## config.mk

```make
export PLATFORM = sky130hd
export DESIGN_NAME = sipo_deserializer_flat
export DESIGN_NICKNAME = d
export VERILOG_FILES = /design/src/rtl/sipo_pkg.sv /design/src/rtl/sipo_deserializer_if.sv /design/src/rtl/sipo_out_reg.sv /design/src/rtl/sipo_deserializer.sv /design/src/flat_wrapper.sv
export SDC_FILE = /design/constraint.sdc
export NUM_CORES = 1
export LEC_CHECK = 0
export CORE_AREA = 2 2 39 41
export CTS_BUF_LIST = sky130_fd_sc_hd__clkbuf_8
export CTS_CLUSTER_SIZE = 20
export DETAILED_ROUTE_END_ITERATION = 8
export DIE_AREA = 0 0 41 43
export PLACE_DENSITY_LB_ADDON = 0.3
export SETUP_SLACK_MARGIN = 0.3
export SLEW_MARGIN = 20
export SYNTH_ARGS = -nofsm -noshare
export SYNTH_HDL_FRONTEND = slang
export SYNTH_HIERARCHICAL = 1
export SYNTH_SLANG_ARGS = --single-unit
```

## constraint.sdc

```tcl
create_clock -name clk -period 1.9 [get_ports clk]
set_input_delay 0.38 -clock clk [delete_from_list [all_inputs] [get_ports clk]]
set_output_delay 0.38 -clock clk [all_outputs]
set_load 0.05 [all_outputs]
```

## src/rtl/sipo_pkg.sv

```systemverilog
// Shared types and helpers for the serial-in parallel-out deserializer.
package sipo_pkg;

  typedef enum logic {
    HUNT   = 1'b0,
    LOCKED = 1'b1
  } state_t;

  // Bits needed to count 0..n-1 (minimum 1).
  function automatic int clog2(input int n);
    for (int r = 1; r < 32; r++) begin
      if ((1 << r) >= n) return r;
    end
    return 32;
  endfunction

endpackage

```

## src/rtl/sipo_deserializer_if.sv

```systemverilog
// Serial input, parallel valid/ready output and status bundle of the deserializer.
interface sipo_deserializer_if #(
  parameter int WIDTH = 4
);
  logic             ser_in;
  logic             ser_valid;
  logic             sync_in;
  logic [WIDTH-1:0] par_out;
  logic             par_valid;
  logic             par_ready;
  logic             locked;
  logic             overflow;
  logic             sync_err;

  // Master drives the serial link and consumes words; slave is the deserializer.
  modport master (
    output ser_in, ser_valid, sync_in, par_ready,
    input  par_out, par_valid, locked, overflow, sync_err
  );

  modport slave (
    input  ser_in, ser_valid, sync_in, par_ready,
    output par_out, par_valid, locked, overflow, sync_err
  );
endinterface

```

## src/rtl/sipo_out_reg.sv

```systemverilog
// Single-entry holding register presenting assembled words on a valid/ready port.
module sipo_out_reg #(
  parameter int WIDTH = 4
) (
  input  logic             clk,
  input  logic             reset,
  input  logic             load,
  input  logic [WIDTH-1:0] load_data,
  input  logic             par_ready,
  output logic [WIDTH-1:0] par_out,
  output logic             par_valid,
  output logic             load_ok
);

  // A held word frees its slot in the same cycle it is consumed.
  assign load_ok = !par_valid || par_ready;

  always_ff @(posedge clk) begin
    // NOTE: sequential state uses non-blocking assignments so every register
    // samples pre-edge values regardless of statement order.
    if (reset) begin
      par_out   <= '0;
      par_valid <= 1'b0;
    end else if (load && load_ok) begin
      par_out   <= load_data;
      par_valid <= 1'b1;
    end else if (par_ready) begin
      par_valid <= 1'b0;
    end
  end

endmodule

```

## src/rtl/sipo_deserializer.sv

```systemverilog
// Framed serial-to-parallel receiver: word alignment FSM, bit counter, shift
// register and sticky error flags feeding a single-entry output register.
module sipo_deserializer
  import sipo_pkg::*;
#(
  parameter int WIDTH     = 4,
  parameter bit MSB_FIRST = 1'b1
) (
  input logic                clk,
  input logic                reset,
  sipo_deserializer_if.slave bus
);

  localparam int CW = clog2(WIDTH);

  state_t           state;
  logic [CW-1:0]    cnt;
  logic [WIDTH-1:0] shreg;
  logic             overflow_q;
  logic             sync_err_q;

  logic             accept;
  logic             start;
  logic             resync;
  logic             word_done;
  logic             load_ok;
  logic [CW-1:0]    eff_cnt;
  logic [WIDTH-1:0] base;
  logic [WIDTH-1:0] assembled;

  always_comb begin
    // NOTE: every signal is assigned on every path so no latch is inferred.
    accept    = bus.ser_valid && (state == LOCKED || bus.sync_in);
    resync    = accept && state == LOCKED && bus.sync_in && cnt != '0;
    // A new word starts from an empty shift register, so stale bits never leak in.
    start     = (state == HUNT) || bus.sync_in || cnt == '0;
    eff_cnt   = start ? '0 : cnt;
    base      = start ? '0 : shreg;
    assembled = MSB_FIRST ? {base[WIDTH-2:0], bus.ser_in}
                          : {bus.ser_in, base[WIDTH-1:1]};
    word_done = accept && (eff_cnt == CW'(WIDTH - 1));
  end

  always_ff @(posedge clk) begin
    if (reset) begin
      state      <= HUNT;
      cnt        <= '0;
      shreg      <= '0;
      overflow_q <= 1'b0;
      sync_err_q <= 1'b0;
    end else if (accept) begin
      state <= LOCKED;
      shreg <= assembled;
      cnt   <= word_done ? '0 : eff_cnt + CW'(1);
      if (resync) sync_err_q <= 1'b1;
      if (word_done && !load_ok) overflow_q <= 1'b1;
    end
  end

  sipo_out_reg #(.WIDTH(WIDTH)) u_out_reg (
    .clk       (clk),
    .reset     (reset),
    .load      (word_done),
    .load_data (assembled),
    .par_ready (bus.par_ready),
    .par_out   (bus.par_out),
    .par_valid (bus.par_valid),
    .load_ok   (load_ok)
  );

  assign bus.locked   = (state == LOCKED);
  assign bus.overflow = overflow_q;
  assign bus.sync_err = sync_err_q;

endmodule
```

## src/flat_wrapper.sv

```systemverilog
// flat-port wrapper written by rule: the top's interface ports become plain ports
module sipo_deserializer_flat import sipo_pkg::*;
#(
  parameter int WIDTH     = 4,
  parameter bit MSB_FIRST = 1'b1
)
  (clk, reset, bus_ser_in, bus_ser_valid, bus_sync_in, bus_par_ready, bus_par_out, bus_par_valid, bus_locked, bus_overflow, bus_sync_err);
  sipo_deserializer_if #(.WIDTH(WIDTH)) bus_i ();
  input logic clk;
  input logic reset;
  input wire logic [$bits(bus_i.ser_in)-1:0] bus_ser_in;
  input wire logic [$bits(bus_i.ser_valid)-1:0] bus_ser_valid;
  input wire logic [$bits(bus_i.sync_in)-1:0] bus_sync_in;
  input wire logic [$bits(bus_i.par_ready)-1:0] bus_par_ready;
  output wire logic [$bits(bus_i.par_out)-1:0] bus_par_out;
  output wire logic [$bits(bus_i.par_valid)-1:0] bus_par_valid;
  output wire logic [$bits(bus_i.locked)-1:0] bus_locked;
  output wire logic [$bits(bus_i.overflow)-1:0] bus_overflow;
  output wire logic [$bits(bus_i.sync_err)-1:0] bus_sync_err;
  assign bus_i.ser_in = bus_ser_in;
  assign bus_i.ser_valid = bus_ser_valid;
  assign bus_i.sync_in = bus_sync_in;
  assign bus_i.par_ready = bus_par_ready;
  assign bus_par_out = bus_i.par_out;
  assign bus_par_valid = bus_i.par_valid;
  assign bus_locked = bus_i.locked;
  assign bus_overflow = bus_i.overflow;
  assign bus_sync_err = bus_i.sync_err;
  sipo_deserializer #(.WIDTH(WIDTH), .MSB_FIRST(MSB_FIRST)) u_core (.clk(clk), .reset(reset), .bus(bus_i));
endmodule
```

== Word-level counts from Yosys, hierarchy flattened ==
Cells that the tools add are included.
Operators by class
  add/sub/neg operators: 1
  bitwise operators: 1
  muxes and demuxes: 5
  equality and inequality tests: 1
  reduce and logical (&&, ||, !) cells: 18
Operators with widths (count)
  1-bit logical AND: 7
  1-bit logical OR: 4
  2-bit two-way mux: 2
  2-bit AND reduction: 2
  2-bit nonzero test: 2
  3-bit two-way mux: 1
  2-bit by 1-bit adder with 2-bit output, second input constant: 1
  2-bit == test, second input constant: 1
  1-bit logical NOT: 2
  2-bit logical NOT: 1
  1-bit two-way mux: 2
  1-bit inverter: 1
Storage, ports and cells
  input bits: 6
  register bits after elaboration: 13

== Longest topological paths before layout ==
Gate-level depths: netlist of run 1.
  depth after elaboration: 8
  depth in mapped cells: 7
  mapped depth without buffers: 6

== By module ==
Netlist of run 1, hierarchy kept.
By module, submodules not included
  sipo_deserializer: area each 389.1 um^2, instances 1, cells each 43
  sipo_out_reg: area each 217.7 um^2, instances 1, cells each 22

== Worst setup path after synthesis of run 1 ==
Ideal clock, no wire load.
  kind: flip-flop to flip-flop
  from: register u_core.state, in the netlist u_core/bus.locked
  to: register u_core.u_out_reg.par_out[0]
  data arrival time: 1709 ps
  path slack: 74 ps
  cell stages (with the launch flop): 8
  library setup time: 117 ps
  data required time: 1783 ps
  period minus slack after synthesis: 1826 ps
  cell sequence: dfxtp_1 -> nand2b_2 -> nor2_1 -> ha_1 -> and2_1 -> clkbuf_1 -> a21bo_1 -> a21oi_1
On the way
  word-level cells in the longest chain between the ends: 7
  elaborated cells on any way between the ends: 9
  classes of those cells: eq/ne (1); mux (1); bitwise (1); reduce/logical (6)
Ends and longest elaborated chain
  start: declaration: line sipo_deserializer.sv:16  | state_t state;
  start signal: assignment: line sipo_deserializer.sv:46  | state <= HUNT;
  start signal: assignment: line sipo_deserializer.sv:52  | state <= LOCKED;
  1-bit inverter: line sipo_deserializer.sv:36  | start = (state == HUNT) || bus.sync_in || cnt == '0;
  1-bit logical OR (2 in a row): line sipo_deserializer.sv:36
  2-bit two-way mux: line sipo_deserializer.sv:37  | eff_cnt = start ? '0 : cnt;
  2-bit == test: line sipo_deserializer.sv:41  | word_done = accept && (eff_cnt == CW'(WIDTH - 1));
  1-bit logical AND (*): line sipo_deserializer.sv:41
  net u_core.word_done: line sipo_deserializer.sv:25  | logic word_done;
  1-bit logical AND (*): line sipo_out_reg.sv:24  | end else if (load && load_ok) begin
  end signal: assignment: line sipo_out_reg.sv:25  | par_out <= load_data;
  end: declaration: line sipo_out_reg.sv:10  | output logic [WIDTH-1:0] par_out,
The timed path passes the listed nets; every way through them passes the cells marked *.
A chain may end at the register's enable or synchronous reset.

== Final worst setup path of run 1 ==
  from: input port bus_sync_in
  to: register u_core.u_out_reg.par_out[0]
On the way
  word-level cells in the longest chain between the ends: 6
  elaborated cells on any way between the ends: 8
  classes of those cells: eq/ne (1); mux (1); reduce/logical (6)
Ends and longest elaborated chain
  start: declaration: line flat_wrapper.sv:13  | input wire logic [$bits(bus_i.sync_in)-1:0] bus_sync_in;
  1-bit logical OR (2 in a row): line sipo_deserializer.sv:36
  2-bit two-way mux: line sipo_deserializer.sv:37
  2-bit == test: line sipo_deserializer.sv:41
  1-bit logical AND (*): line sipo_deserializer.sv:41
  net u_core.word_done: line sipo_deserializer.sv:25
  1-bit logical AND (*): line sipo_out_reg.sv:24
Marked as above.

==> flow_metrics.tcl, run 1 <==
set metrics [dict create \
    power_leakage_uw 0.000366 \
    clockBufferDepth 2 \
    synth_xor_xnor_area_share_pct 0 \
    synth_adder_area_share_pct 2.06 \
    drtIter0Drc 5 \
    cts_tree "done" \
    drc 0 \
    nets 92 \
    synthMuxAreaShare_pct 1.65 \
    hp-class "reg -> reg" \
    drt-total-wl_um 1150 \
    period_minus_slack_ns 1.55 \
    synth.yosys.seq_area_share_pct 42.9 \
    dr.pass1.iters 4 \
    drive_above_1_share_pct 26.2 \
    grt_pass1_vias 460 \
    cts_max_level 1 \
    min_period_over_period_pct 81.4 \
    cts.sink_count 13 \
    required_ns 2.08 \
    skew_ns 0.00159 \
    insertion_delay_ns 0.24 \
    synthSimpleGateAreaFrac_pct 26.2 \
    synth_area_leaders "dfxtp_1 (43%), a21bo_1 (6.6%), a21oi_1 (5.8%)" \
    ctsHoldBuffers 0 \
    coreArea_um2 1380 \
    rsz0062_at_grt "false" \
    reg2reg_from "u_core/cnt[0]" \
    fp.dieW_um 41 \
    num_vias 495 \
    design_area_um2 835 \
    postCtsSetupBuffers 0 \
    grt_pass1_wl_um 1860 \
    synthCells 65 \
    finalSetupTns_ns 0 \
    gp_congestion 0.708 \
    drv_cap 0 \
    ant_nets 0 \
    die_area_um2 1760 \
    rr_worst_depth 6 \
    syn_avg_cell_area_um2 9.34 \
    dp_cells 96 \
    crit_type "in -> reg" \
    io_pins 14 \
    portBuffers 13 \
    yosysUniqueCellTypes 25 \
    setup_viol 0 \
    cellPowerDensity_nw_per_um2 710 \
    hold_ws_ns 0.466 \
    crit_path_start_kind "input port" \
    yosys_warnings 6 \
    grt_max_degree 11 \
    tightest_slew_ns 0.486 \
    grt_antenna_before_repair 0 \
    ir_drop_v 0.000542 \
    num_antenna_cells 0 \
    drv_slew 0 \
    clkTransAtPathRegs_ns 0.06 \
    initial_utilization_pct 43.9 \
    critPathCapture "u_core/u_out_reg/par_out[0]" \
    placed_cell_area_um2 773 \
    multi_input_area_um2 330 \
    synth_top_area_cell "dfxtp_1" \
    synth_compound_area_share_pct 20.8 \
    syn_to_final_growth_pct 37.5 \
    regToRegSetupSlack_ns 0.64 \
    timing.rr.end "u_core/u_out_reg/par_out[0]" \
    cts_made_buffers 3 \
    track_usage_pct 15.9 \
    hold_viol 0 \
    worstSetupEndpointType "register" \
    fill_cells 131 \
    synth_top_area_share_pct 42.9 \
    final_cells 100 \
    place_hpwl_um 818 \
    synthesis.area_um2 607 \
    regArea_um2 264 \
    detail_route.wl_per_cell_um 11.5 \
    num_rows 14 \
    cts_root_buffer "clkbuf_8" \
    routed_via_density 4.95 \
    timing.fmax_mhz 647 \
    ys_ff_latch 13 \
    syn-num-nets 72 \
    synth_top_family_by_area "simple AND/OR/NAND/NOR gates" \
    critPathArrivalTime_ns 1.72 \
    crit_path_start "bus_sync_in" \
    relSlewSlack_pct 67.7 \
    outcome "finished, final reports clean" \
    die_h_um 43 \
    overflow 0 \
    crit_path_max_fanout 9 \
]
[logic make-up after synthesis]
group	Yosys count
simple gates	25
mux	1
flops	13
buf+inv	8
compound gates	17
fa+ha+maj	1
[repair_timing]
action | 4_1_cts | 5_1_grt
gates resized for setup | 8 | 4
pin swaps | 0 | 1
endpoints found under the setup margin | 10 | 4
[cells in the mapped netlist]
cell       n
nand3_1    4
a22o_1     2
and2_1     4
buf_6      1
nor2_2     2
buf_2      1
inv_1      5
mux2i_1    1
nand2b_4   1
nand2b_2   1
a32o_1     1
nand2b_1   1
ha_1       1
dfxtp_1   13
a21bo_1    4
o32ai_1    1
clkbuf_1   1
nand3b_1   1
nor4b_4    1
a21oi_1    7
nor3b_1    1
a31oi_1    1
nor2_1     8
nand2_1    1
o21a_2     1
[layout by cell type (no fill, tap or decap), types with 2 or more instances in the layout]
master,count
nand2b_4,2
nand3_1,4
a22o_1,2
and2_1,3
a21oi_2,2
inv_1,5
a21oi_1,5
buf_4,7
nor2_2,2
dlygate4sd2_1,6
clkdlybuf4s50_1,5
clkbuf_8,3
dfxtp_1,12
a21bo_1,4
nor2_1,8
[where the power goes]
group          internal (uW)  switching (uW)
Sequential               278            5.72
Clock                    145            99.0
Combinational           31.4            33.3
Total                    454             138
[routing by layer]
layer | track usage [%] | wire [um] | vias up
met1 | 21.2 | 543 | 225
met5 | 0 | 0 | -
met3 | 7.85 | 52 | 0
met4 | 6.00 | 0 | 0
li1 | - | - | 264
met2 | 21.6 | 558 | 6
[critical path: stages]
cell,delay [ns]
clkdlybuf4s50_1,0.47
nand2b_4,0.13
nor2_1,0.04
ha_1,0.20
and2_4,0.17
a21bo_1,0.18
a21oi_2,0.14
[worst min path at each step]
stage	depth (start not counted)	from	end	slack, ns
6_report	2	u_core/bus.overflow	u_core/bus.overflow	0.47
2_1_floorplan	1	u_core/shreg[2]	u_core/shreg[2]	0.44
3_3_place_gp	2	u_core/bus.overflow	u_core/bus.overflow	0.45
3_5_place_dp	1	u_core/bus.sync_err	u_core/bus.sync_err	0.47
4_1_cts	1	u_core/bus.sync_err	u_core/bus.sync_err	0.48
5_1_grt	1	u_core/bus.sync_err	u_core/bus.sync_err	0.50
[sequential cells by signal (all words and copies together) (netlist names)]
| name | cells |
|---|---|
| u_core/bus.locked | 1 |
| u_core/bus.overflow | 1 |
| u_core/bus.sync_err | 1 |
| u_core/cnt | 2 |
| u_core/shreg | 3 |
| u_core/u_out_reg/par_out | 4 |
| u_core/u_out_reg/par_valid | 1 |
[through the flow]
step / total power [uW] / utilization (%) / setup slack, ns
floorplan: 322 / - / 0.377
global placement: 350 / 55.9 / 0.0360
detailed placement: 350 / 55.9 / -0.00505
CTS: 594 / 58.9 / 0.370
global route: 616 / 60.3 / 0.293
finish: 592 / 60.3 / 0.353
[cell type report]
cell class	instances	area share, %
Inverter	5	2.25
Multi-Input combinational cell	44	39.6
Timing Repair Buffer	18	18.6
Clock buffer	3	4.95
Sequential cell	13	31.6
Tap cell	16	2.40
Clock inverter	1	0.600
Note: power is estimated with default switching activity, not from simulation.
==> inputs of run 2 (changes only) <==
- CORE_AREA: 2 2 39 41 -> not set
- CORE_MARGIN: not set -> 2
- CORE_UTILIZATION: not set -> 45
- DIE_AREA: 0 0 41 43 -> not set
- clock period: 1.9 -> 1.4 ns (I/O delays scaled with it)
==> flow_metrics.tcl, run 2 (synthesis results as in run 1) <==
set metrics [dict create \
    outcome "finished, final reports clean" \
    hold_start "reset" \
    dp_cells 97 \
    clkTransAtPathRegs_ns 0.06 \
    top_regs "u_core/u_out_reg/par_out: 4 flops, u_core/shreg: 3 flops, u_core/cnt: 2 flops" \
    die_area_um2 1660 \
    slowest_stage "dfxtp_4" \
    drive_above_1_share_pct 50.0 \
    period_minus_slack_ns 1.23 \
    crit_path_start_kind "register" \
    clockBufferDepth 2 \
    path_cells "nand2b_4, nor2_4, ha_4, and2_4, a21bo_1, a21oi_1" \
    place_ws_ns -0.407 \
    portBuffers 13 \
    timing.rr.end "u_core/u_out_reg/par_out[3]" \
    slowest_delay_ns 0.38 \
    power_leakage_uw 0.000413 \
    skew_ns 0.00202 \
    grt_antenna_before_repair 0 \
    regMostFlops "u_core/u_out_reg/par_out" \
    grt_max_degree 11 \
    mostFrequentLayoutCells "dfxtp_1 (9), buf_12 (8), buf_4 (7)" \
    required_ns 1.54 \
    mostFrequentLayoutCell "dfxtp_1" \
    hold_viol 0 \
    cts_max_level 1 \
    ir_drop_v 0.00111 \
    coreArea_um2 1280 \
    rr_worst_depth 6 \
    detail_route.wl_per_cell_um 14.7 \
    cts_root_buffer "clkbuf_8" \
    ant_nets 0 \
    tightest_slew_ns 0.223 \
    num_rows 13 \
    grt_pass1_wl_um 2260 \
    hold_ws_ns 0.468 \
    min_period_over_period_pct 87.8 \
    fp.dieW_um 40.7 \
    cts_tree "done" \
    grt_pass1_vias 511 \
    crit_type "reg -> reg" \
    io_pins 14 \
    cellPowerDensity_nw_per_um2 812 \
    final_cells 105 \
    dr.pass1.iters 4 \
    critPathArrivalTime_ns 1.37 \
    routed_via_density 5.25 \
    nets 98 \
    insertion_delay_ns 0.25 \
    critPathTopFamily "simple AND/OR/NAND/NOR gates" \
    drv_slew 0 \
    initial_utilization_pct 47.2 \
    place_hpwl_um 877 \
    crit_path_max_fanout 5 \
    drc 0 \
    timing.fmax_mhz 813 \
    drt-total-wl_um 1540 \
    overflow 0 \
    track_usage_pct 21.7 \
    largest_reg_flops 4 \
    cts.sink_count 13 \
    worstSetupEndpointType "register" \
    reg2reg_from "u_core/bus.locked" \
    hold_path_end "u_core/bus.locked" \
    num_antenna_cells 0 \
    setup_viol 0 \
    hp-class "in -> reg" \
    num_vias 551 \
    worst_slack_ns 0.170 \
    relSlewSlack_pct 85.0 \
    syn_to_final_growth_pct 72.2 \
    cts_made_buffers 3 \
    regToRegSetupSlack_ns 0.17 \
    drtIter0Drc 8 \
    drv_cap 0 \
    die_h_um 40.7 \
    gp_congestion 0.708 \
    cp.buffers_inverters 0 \
    worstHoldPathCells 3 \
    rsz0062_at_grt "true" \
]
run 2: cell types whose count changed in the layout (fill, tap and decap cells not counted), moves of 3 or more:
| cell | before | now |
|---|---|---|
| clkdlybuf4s50_1 | 5 | 2 |
| dfxtp_1 | 12 | 9 |
| dlygate4sd2_1 | 6 | 3 |
| buf_12 | 0 | 8 |
| nor2_1 | 8 | 5 |
| buf_6 | 0 | 3 |
| dfxtp_2 | 0 | 3 |
| nor2_4 | 0 | 4 |
run 2: layout make-up:
cell class                      instances  area [um^2]
Fill cell                              76          240
Clock inverter                          1         3.75
Multi-Input combinational cell         45          402
Tap cell                               15         18.8
Sequential cell                        13          268
Timing Repair Buffer                   23          293
Inverter                                5         18.8
Clock buffer                            3         41.3
run 2: worst max path at each step:
stage                                 start                           to  slack [ns]  cells after the start
after floorplan           u_core/bus.locked  u_core/u_out_reg/par_out[0]        0.05                      7
after global placement          bus_sync_in  u_core/u_out_reg/par_out[2]       -0.35                      7
after detailed placement        bus_sync_in  u_core/u_out_reg/par_out[0]       -0.41                      7
after CTS                 u_core/bus.locked  u_core/u_out_reg/par_out[3]        0.20                      6
after global routing      u_core/bus.locked  u_core/u_out_reg/par_out[0]        0.12                      6
final                     u_core/bus.locked  u_core/u_out_reg/par_out[3]        0.17                      6
run 2: what timing repair did:
action	CTS	global route
setup buffers	3	0
endpoints found under the setup margin	12	12
gates resized for setup	11	15
pin swaps	7	4
gates cloned	1	0
hold buffers	0	0
run 2: stage by stage:
| stage | total power (uW) | setup TNS (ns) | util (%) | area (um^2) |
|---|---|---|---|---|
| 2_1_floorplan | 439 | 0 | - | 632 |
| 3_3_place_gp | 488 | -2.50 | 68.7 | 883 |
| 3_5_place_dp | 490 | -2.85 | 68.7 | 883 |
| 4_1_cts | 824 | 0 | 75.7 | 972 |
| 5_1_grt | 872 | 0 | 81.3 | 1040 |
| 6_report | 848 | 0 | 81.3 | 1040 |
run 2: layer usage:
layer  global-route usage (%)  vias up  wire length [um]
met5                        0        -                 0
met4                     12.5        0                37
met3                     4.89        4                35
met2                     34.9       11               756
met1                     26.2      260               711
li1                         -      276                 -
run 2: where the power goes:
| part | internal [uW] | switching (uW) | total [uW] |
|---|---|---|---|
| Clock | 194 | 143 | 337 |
| Sequential | 378 | 8.02 | 386 |
| Combinational | 62.9 | 62.2 | 125 |
| Total | 635 | 214 | 848 |
run 2: worst reg2reg max path, stage by stage (launching register included):
cell	delay [ns]
dfxtp_4	0.38
nand2b_4	0.10
nor2_4	0.12
ha_4	0.17
and2_4	0.18
a21bo_1	0.12
a21oi_1	0.06
